`config.mk`:
```
export PLATFORM = sky130hd
export DESIGN_NAME = mmu_skew_feeder_flat
export DESIGN_NICKNAME = d
export VERILOG_FILES = /design/src/rtl/mmu_skew_feeder_if.sv /design/src/rtl/mmu_skew_feeder.sv /design/src/flat_wrapper.sv
export SDC_FILE = /design/constraint.sdc
export NUM_CORES = 1
export LEC_CHECK = 0
export ABC_AREA = 1
export BUFFER_PORTS_ARGS = -buffer_cell sky130_fd_sc_hd__buf_4
export CORE_AREA = 2 2 209 211
export CTS_BUF_LIST = sky130_fd_sc_hd__clkbuf_4 sky130_fd_sc_hd__clkbuf_8 sky130_fd_sc_hd__clkbuf_16
export CTS_CLUSTER_DIAMETER = 100
export DETAILED_ROUTE_END_ITERATION = 12
export DIE_AREA = 0 0 211 213
export SLEW_MARGIN = 0
export SYNTH_ARGS = -nofsm -noshare
export SYNTH_HDL_FRONTEND = slang
export SYNTH_SLANG_ARGS = --single-unit
```
`constraint.sdc`:
```
create_clock -name clk -period 18.26 [get_ports clk]
set_clock_uncertainty 0.2 [all_clocks]
set_input_delay 3.652 -clock clk [delete_from_list [all_inputs] [get_ports clk]]
set_output_delay 3.652 -clock clk [all_outputs]
set_load 0.1 [all_outputs]
```
`src/rtl/mmu_skew_feeder_if.sv`:
```
// FIFO-side and PE-side signal bundle for the skewed MMU row feeder.
interface mmu_skew_feeder_if #(
  parameter int DATA_WIDTH = 32,
  parameter int NUM_ROWS   = 8
);
  logic                           start_i;
  logic [NUM_ROWS-1:0]            fifo_empty_i;
  logic [NUM_ROWS*DATA_WIDTH-1:0] fifo_rdata_i;
  logic [NUM_ROWS-1:0]            fifo_rden_o;
  logic [NUM_ROWS*DATA_WIDTH-1:0] pe_data_o;
  logic [NUM_ROWS-1:0]            pe_valid_o;
  logic                           busy_o;
  logic                           stall_o;
  logic                           done_o;

  // Controller / FIFO side: drives start and FIFO status, observes the feeder
  modport master (
    output start_i, fifo_empty_i, fifo_rdata_i,
    input  fifo_rden_o, pe_data_o, pe_valid_o, busy_o, stall_o, done_o
  );

  // Feeder side
  modport slave (
    input  start_i, fifo_empty_i, fifo_rdata_i,
    output fifo_rden_o, pe_data_o, pe_valid_o, busy_o, stall_o, done_o
  );
endinterface

```
`src/rtl/mmu_skew_feeder.sv`:
```
// Skewed read sequencer: drains VEC_LEN words from each of NUM_ROWS show-ahead
// FIFOs, row r delayed by r cycles, whole wavefront stalling on any empty
// active row. PE-side outputs are registered.
module mmu_skew_feeder #(
  parameter int DATA_WIDTH = 32,
  parameter int NUM_ROWS   = 8,
  parameter int VEC_LEN    = 70
) (
  input  logic              clk,
  input  logic              rst,
  mmu_skew_feeder_if.slave  bus
);

  localparam int          CNT_RAW = $clog2(VEC_LEN + NUM_ROWS - 1);
  localparam int          CNT_W   = (CNT_RAW == 0) ? 1 : CNT_RAW;
  localparam logic [CNT_W-1:0] LAST = CNT_W'(VEC_LEN + NUM_ROWS - 2);
  localparam int unsigned VL      = VEC_LEN;

  typedef enum logic {IDLE, RUN} state_t;

  state_t                         r_state;
  state_t                         w_state_nxt;
  logic [CNT_W-1:0]               r_cnt;
  logic [CNT_W-1:0]               w_cnt_nxt;
  logic [NUM_ROWS-1:0]            w_active;
  logic [NUM_ROWS-1:0]            w_rden;
  logic                           w_run;
  logic                           w_stall;
  logic                           w_last;
  logic [NUM_ROWS-1:0]            r_pe_valid;
  logic [NUM_ROWS*DATA_WIDTH-1:0] r_pe_data;
  logic                           r_done;

  // Diagonal window: row r reads while r <= cnt <= r+VEC_LEN-1
  always_comb begin
    w_active = '0;
    for (int unsigned r = 0; r < NUM_ROWS; r++) begin
      w_active[r] = (32'(r_cnt) >= r) && (32'(r_cnt) <= r + VL - 1);
    end
  end

  // State and wavefront counter register
  always_ff @(posedge clk or posedge rst) begin
    if (rst) begin
      r_state <= IDLE;
      r_cnt   <= '0;
    end else begin
      r_state <= w_state_nxt;
      r_cnt   <= w_cnt_nxt;
    end
  end

  // Next-state: advance only on unstalled RUN cycles, leave RUN after LAST
  always_comb begin
    w_state_nxt = r_state;
    w_cnt_nxt   = r_cnt;
    case (r_state)
      IDLE: begin
        if (bus.start_i) begin
          w_state_nxt = RUN;
          w_cnt_nxt   = '0;
        end
      end
      RUN: begin
        if (!w_stall) begin
          if (w_last) begin
            w_state_nxt = IDLE;
            w_cnt_nxt   = '0;
          end else begin
            w_cnt_nxt = r_cnt + 1'b1;
          end
        end
      end
      default: begin
        w_state_nxt = IDLE;
        w_cnt_nxt   = '0;
      end
    endcase
  end

  // Combinational outputs: one empty active row freezes every row
  always_comb begin
    w_run   = (r_state == RUN);
    w_last  = (r_cnt == LAST);
    w_stall = w_run && |(w_active & bus.fifo_empty_i);
    w_rden  = (w_run && !w_stall) ? w_active : '0;
  end

  // PE-side output register: capture the FIFO head of every row read this cycle
  always_ff @(posedge clk or posedge rst) begin
    if (rst) begin
      r_pe_valid <= '0;
      r_pe_data  <= '0;
      r_done     <= 1'b0;
    end else begin
      r_pe_valid <= w_rden;
      r_done     <= w_run && !w_stall && w_last;
      for (int unsigned r = 0; r < NUM_ROWS; r++) begin
        r_pe_data[r*DATA_WIDTH +: DATA_WIDTH] <=
          w_rden[r] ? bus.fifo_rdata_i[r*DATA_WIDTH +: DATA_WIDTH] : '0;
      end
    end
  end

  assign bus.fifo_rden_o = w_rden;
  assign bus.stall_o     = w_stall;
  assign bus.busy_o      = w_run;
  assign bus.pe_valid_o  = r_pe_valid;
  assign bus.pe_data_o   = r_pe_data;
  assign bus.done_o      = r_done;

endmodule

```
`src/flat_wrapper.sv`:
```
// flat-port wrapper written by rule: the top's interface ports become plain ports
module mmu_skew_feeder_flat 
#(
  parameter int DATA_WIDTH = 32,
  parameter int NUM_ROWS   = 8,
  parameter int VEC_LEN    = 70
)
  (clk, rst, bus_start_i, bus_fifo_empty_i, bus_fifo_rdata_i, bus_fifo_rden_o, bus_pe_data_o, bus_pe_valid_o, bus_busy_o, bus_stall_o, bus_done_o);
  mmu_skew_feeder_if #(.DATA_WIDTH(DATA_WIDTH), .NUM_ROWS(NUM_ROWS)) bus_i ();
  input  logic clk;
  input  logic rst;
  input wire logic [$bits(bus_i.start_i)-1:0] bus_start_i;
  input wire logic [$bits(bus_i.fifo_empty_i)-1:0] bus_fifo_empty_i;
  input wire logic [$bits(bus_i.fifo_rdata_i)-1:0] bus_fifo_rdata_i;
  output wire logic [$bits(bus_i.fifo_rden_o)-1:0] bus_fifo_rden_o;
  output wire logic [$bits(bus_i.pe_data_o)-1:0] bus_pe_data_o;
  output wire logic [$bits(bus_i.pe_valid_o)-1:0] bus_pe_valid_o;
  output wire logic [$bits(bus_i.busy_o)-1:0] bus_busy_o;
  output wire logic [$bits(bus_i.stall_o)-1:0] bus_stall_o;
  output wire logic [$bits(bus_i.done_o)-1:0] bus_done_o;
  assign bus_i.start_i = bus_start_i;
  assign bus_i.fifo_empty_i = bus_fifo_empty_i;
  assign bus_i.fifo_rdata_i = bus_fifo_rdata_i;
  assign bus_fifo_rden_o = bus_i.fifo_rden_o;
  assign bus_pe_data_o = bus_i.pe_data_o;
  assign bus_pe_valid_o = bus_i.pe_valid_o;
  assign bus_busy_o = bus_i.busy_o;
  assign bus_stall_o = bus_i.stall_o;
  assign bus_done_o = bus_i.done_o;
  mmu_skew_feeder #(.DATA_WIDTH(DATA_WIDTH), .NUM_ROWS(NUM_ROWS), .VEC_LEN(VEC_LEN)) u_core (.clk(clk), .rst(rst), .bus(bus_i));
endmodule
```
# --- After elaboration in Yosys (flattened, before gate mapping) ---
# Cells that the tools add are included.
totals:
  mem_bits_ro: 0
  mem_bits_rw: 0
  register_bits: 273
  out_inout_bits: 275
  latchBits: 0
  mem_count: 0
op_classes:
  div_mod_pow: 0
  n_eq_ne: 3
  reduce_logical: 13
  n_bitwise: 2
  magnitude_cmp: 15
  n_addsub: 1
  n_mul: 0
  shift: 0
  n_mux: 17
op_table:
  columns: ["op", "n"]
  rows:
  - ["$mux 32", 8]
  - ["$le 7x7->1 const B", 8]
  - ["$ge 7x3->1 const B", 4]
  - ["$mux 7", 3]
  - ["$ge 7x2->1 const B", 2]
  - ["$pmux 7 s2", 1]
  - ["$logic_and 1x1->1", 10]
  - ["$and 8x8->8", 1]
  - ["$mux 8", 1]
  - ["$reduce_or 8->1", 1]
  - ["$add 7x1->7 const B", 1]
  - ["$eq 7x7->1 const B", 1]
  - ["$ge 7x1->1 const B", 1]
  - ["$ne 2x2->1 const B", 2]
  - ["$mux 1", 3]
  - ["$pmux 1 s2", 1]
  - ["$reduce_and 2->1", 1]
  - ["$logic_not 1->1", 1]
  - ["$not 1->1", 1]

# --- Longest topological paths before layout ---
depth:
  word_depth: 9
  mapped_depth: 14
  depth_no_buf: 13

# --- Least setup slack after synthesis ---
# Ideal clock, no wire load.
synth_path:
  path_kind: "input to output"
  startpoint: "input bus_fifo_empty_i[2]"
  endpoint: "output bus_stall_o"
  arrival_ns: 5.382
  slack_ns: 9.026
  n_path_buf: 0
  required_time_ns: 14.408
  stages: 4
  path_cell_list: "nand4_1 nand2_1 nor2_4 a21oi_1"
synth_via:
  elab_chain_cells: 3
synth_lines:
  columns: ["element", "line", "rtl"]
  rows:
  - ["start: declaration", "flat_wrapper.sv:13", "input wire logic [$bits(bus_i.fifo_empty_i)-1:0] bus_fifo_empty_i;"]
  - ["$and 8x8->8", "mmu_skew_feeder.sv:85", "w_stall = w_run && |(w_active & bus.fifo_empty_i);"]
  - ["$reduce_or 8->1", "mmu_skew_feeder.sv:85", null]
  - ["$logic_and 1x1->1", "mmu_skew_feeder.sv:85", null]
  - ["end: declaration", "flat_wrapper.sv:19", "output wire logic [$bits(bus_i.stall_o)-1:0] bus_stall_o;"]
# Every way passes these cells.

# --- Worst setup path after layout ---
layout_path:
  startpoint: "input bus_fifo_empty_i[4]"
  endpoint: "output bus_fifo_rden_o[1]"
layout_via:
  elab_chain_cells: 6
layout_lines:
  columns: ["element", "line", "rtl"]
  rows:
  - ["$and 8x8->8", "mmu_skew_feeder.sv:85", null]
  - ["$reduce_or 8->1", "mmu_skew_feeder.sv:85", null]
  - ["$logic_and 1x1->1", "mmu_skew_feeder.sv:85", null]
  - ["$logic_not 1->1", null, null]
  - ["$logic_and 1x1->1", "mmu_skew_feeder.sv:86", "w_rden = (w_run && !w_stall) ? w_active : '0;"]
  - ["$mux 8", "mmu_skew_feeder.sv:86", null]
  - ["end: declaration", "flat_wrapper.sv:15", "output wire logic [$bits(bus_i.fifo_rden_o)-1:0] bus_fifo_rden_o;"]
# Every way passes these cells.

==> flow_metrics.env <==
export IMPL_status="finished clean"
export IMPL_max_cap_viol_count=0
export IMPL_hold_class="flop to flop"
export IMPL_pwr_share_clk=0.240
export IMPL_grt_pass1_vias=8600
export IMPL_tns_ps=0
export IMPL_syn_inst=976
export IMPL_drt_total_wl_mm=31.2
export IMPL_synthFlopType="dfrtp_1"
export IMPL_initial_core_util=0.279
export IMPL_syn_nets=1246
export IMPL_n_fill_cell=4129
export IMPL_synth_edf_count=0
export IMPL_die_w_um=211
export IMPL_drc=0
export IMPL_rsz0062_at_grt="no"
export IMPL_antenna_cells=0
export IMPL_combPwrFrac=0.474
export IMPL_tritoncts="yes"
export IMPL_synth_top_area_frac=0.574
export IMPL_gp_congestion=0.857
export IMPL_num_nets_final=1795
export IMPL_worstSetupStartpointType="input port"
export IMPL_cts_clk_slew_worst_paths_ps=60
export IMPL_vdd_ir_drop_max_mv=0.105
export IMPL_cts_max_path_buffers=3
export IMPL_netlist_area_mm2=0.0119
export IMPL_yosysWarnings=0
export IMPL_cts_sinks=273
export IMPL_max_slew_margin=0.379
export IMPL_drive_above_1_share=0.562
export IMPL_period_needed_ps=9240
export IMPL_grt_max_degree=74
export IMPL_synthArstFlopShare=1.00
export IMPL_core_mm2=0.0427
export IMPL_hold_viol_final=0
export IMPL_die_area_mm2=0.0449
export IMPL_synth_cell_types=25
export IMPL_cp_data_required_time_ps=14410
export IMPL_ys_seq_elements=273
export IMPL_critPathCaptureType="primary output"
export IMPL_grt_antenna_before_repair=0
export IMPL_syn_to_final_growth_pct=44.2
export IMPL_tightest_slew_ps=932
export IMPL_die_height_um=213
export IMPL_grt_use_total=0.134
export IMPL_cts_htree_levels=1
export IMPL_yosysSeqAreaShare=0.574
export IMPL_clk_latency_ps=570
export IMPL_yosysTopAreaCell="dfrtp_1"
export IMPL_drtIter0Drc=545
export IMPL_swShare=0.494
export IMPL_hpwlAfterDp_mm=23.7
export IMPL_seq_power_share=0.286
export IMPL_cts_setup_buffers=0
export IMPL_path_max_fanout=33
export IMPL_synthTopCellsByArea="dfrtp_1 (57%), nor2_4 (22%), inv_1 (8.5%)"
export IMPL_first_pass_iters=4
export IMPL_multi_input_area_mm2=0.00347
export IMPL_numCtsBuffers=31
export IMPL_period_share=0.506
export IMPL_hp_start="u_core.r_cnt[4]"
export IMPL_synth_most_common_cell="dfrtp_1"
export IMPL_p_switching_mw=1.25
export IMPL_gr_total_overflow=0
export IMPL_total_leakage_power_nw=9.48
export IMPL_r2r_start="u_core.r_cnt[1]"
export IMPL_vias_per_cell=3.86
export IMPL_fmax_ghz=0.108
export IMPL_hold_buffers=0
export IMPL_seqCellArea_mm2=0.00683
export IMPL_ios=542
export IMPL_internal_power_mw=1.28
export IMPL_crit_type="input port to primary output"
export IMPL_post_drt_wl_per_cell_um=14.9
export IMPL_avgSynthCellArea_um2=12.2
export IMPL_cp_data_arrival_time_ps=5390
export IMPL_cts_root_buf="clkbuf_16"
export IMPL_holdWs_ps=443
export IMPL_row_count=76
export IMPL_num_vias=8062
export IMPL_yosys_top_cells_count="dfrtp_1 (273), inv_1 (271), nor2_4 (234), nand2_1 (48), nor2_1 (42)"
export IMPL_power_density_mw_per_mm2=148
export IMPL_grt_pass1_wl_mm=47.4
export IMPL_ant_nets=0
export IMPL_post_cts_resized=0
export IMPL_drv_slew=0
export IMPL_startpoint="bus_fifo_empty_i[4]"
export IMPL_report_final_setup_viol=0
export IMPL_portBuffers=541
stage by stage:
step | util | power [mW] | worst slack [ps] | std cells | area (µm²)
final | 0.402 | 2.53 | 9020 | 2091 | 17200
after global routing | 0.402 | 2.64 | 8940 | 2091 | 17200
after CTS | 0.402 | 2.57 | 9030 | 2091 | 17200
after detailed placement | 0.379 | 1.95 | 9030 | 2038 | 16200
after global placement | 0.379 | 1.94 | 9080 | 2038 | 16200
after floorplan | - | 1.73 | 6880 | 976 | 11900
cell type report:
type	instances	area share
sequential	273	0.398
timing repair buffer	544	0.238
multi-input combinational	387	0.202
inverter	288	0.0641
clock buffer	39	0.0498
tap	546	0.0398
clock inverter	14	0.00809
final timing paths:
path	slack, ps	end	depth (start not counted)
hold / removal	440	u_core.r_cnt[4]	2
setup / recovery	9020	bus_fifo_rden_o[1]	9
min in group asynchronous	2910	u_core.bus.pe_data_o[91]	2
max in group asynchronous	12810	u_core.bus.pe_data_o[188]	4
hold reg to reg	440	u_core.r_cnt[4]	2
setup reg to reg	15450	u_core.bus.pe_data_o[192]	13
power groups by stage:
stage          combinational, mW  sequential (mW)  clock, mW
2_1_floorplan              0.423             1.31          0
3_3_place_gp                1.21            0.733          0
3_5_place_dp                1.21            0.735          0
4_1_cts                     1.21            0.725      0.634
5_1_grt                     1.25            0.733      0.656
6_report                    1.20            0.724      0.609
flip-flops by register name, indices dropped and copies added (netlist names):
register and count:
u_core.bus.pe_valid_o 8, u_core.bus.done_o 1, u_core.r_cnt 7, u_core.bus.pe_data_o 256, u_core.bus.busy_o 1
per-layer routing:
| layer | track usage | share of wire |
|---|---|---|
| met1 | 0.154 | 0.37 |
| met2 | 0.240 | 0.51 |
| met3 | 0.0428 | 0.092 |
| met4 | 0.0362 | 0.021 |
| met5 | 0 | 0 |
cell usage in the layout (no fill, tap or decap):
master	count
o21bai_1	1
inv_2	16
clkinv_2	6
inv_8	1
nor2_1	42
nand2_2	5
nand4_1	1
nand3_1	24
nand2_1	48
buf_4	544
o21ai_2	1
nor2_2	3
o21ai_0	2
clkinvlp_4	3
nor3_1	4
nand3_4	1
bufinv_16	2
inv_6	2
clkbuf_16	31
nor4_1	1
clkinv_4	1
o21ai_1	1
clkbuf_4	5
dfrtp_1	273
nor2_4	234
clkbuf_8	3
inv_12	1
inv_1	270
ha_1	3
a21oi_1	6
nand2_8	8
nand3_2	2
worst max-delay path: stages:
cell     delay, ps
buf_4          110
nand3_1        100
nand2_1        100
nor2_4         130
nand3_4        200
inv_12         240
nand2_8        330
inv_2          160
buf_4          300
cells by family (layout without fill, tap and decap cells):
kind of cell               count (synthesis)  in the layout  share of synthesized area
AOI/OAI and AO/OA                         11             11                    0.00515
buffers and inverters                    316            885                      0.134
adders and majority gates                  3              3                    0.00315
DFF                                      273            273                      0.574
and+or+nand+nor                          373            373                      0.283
Note: power is estimated with default switching activity, not from simulation.
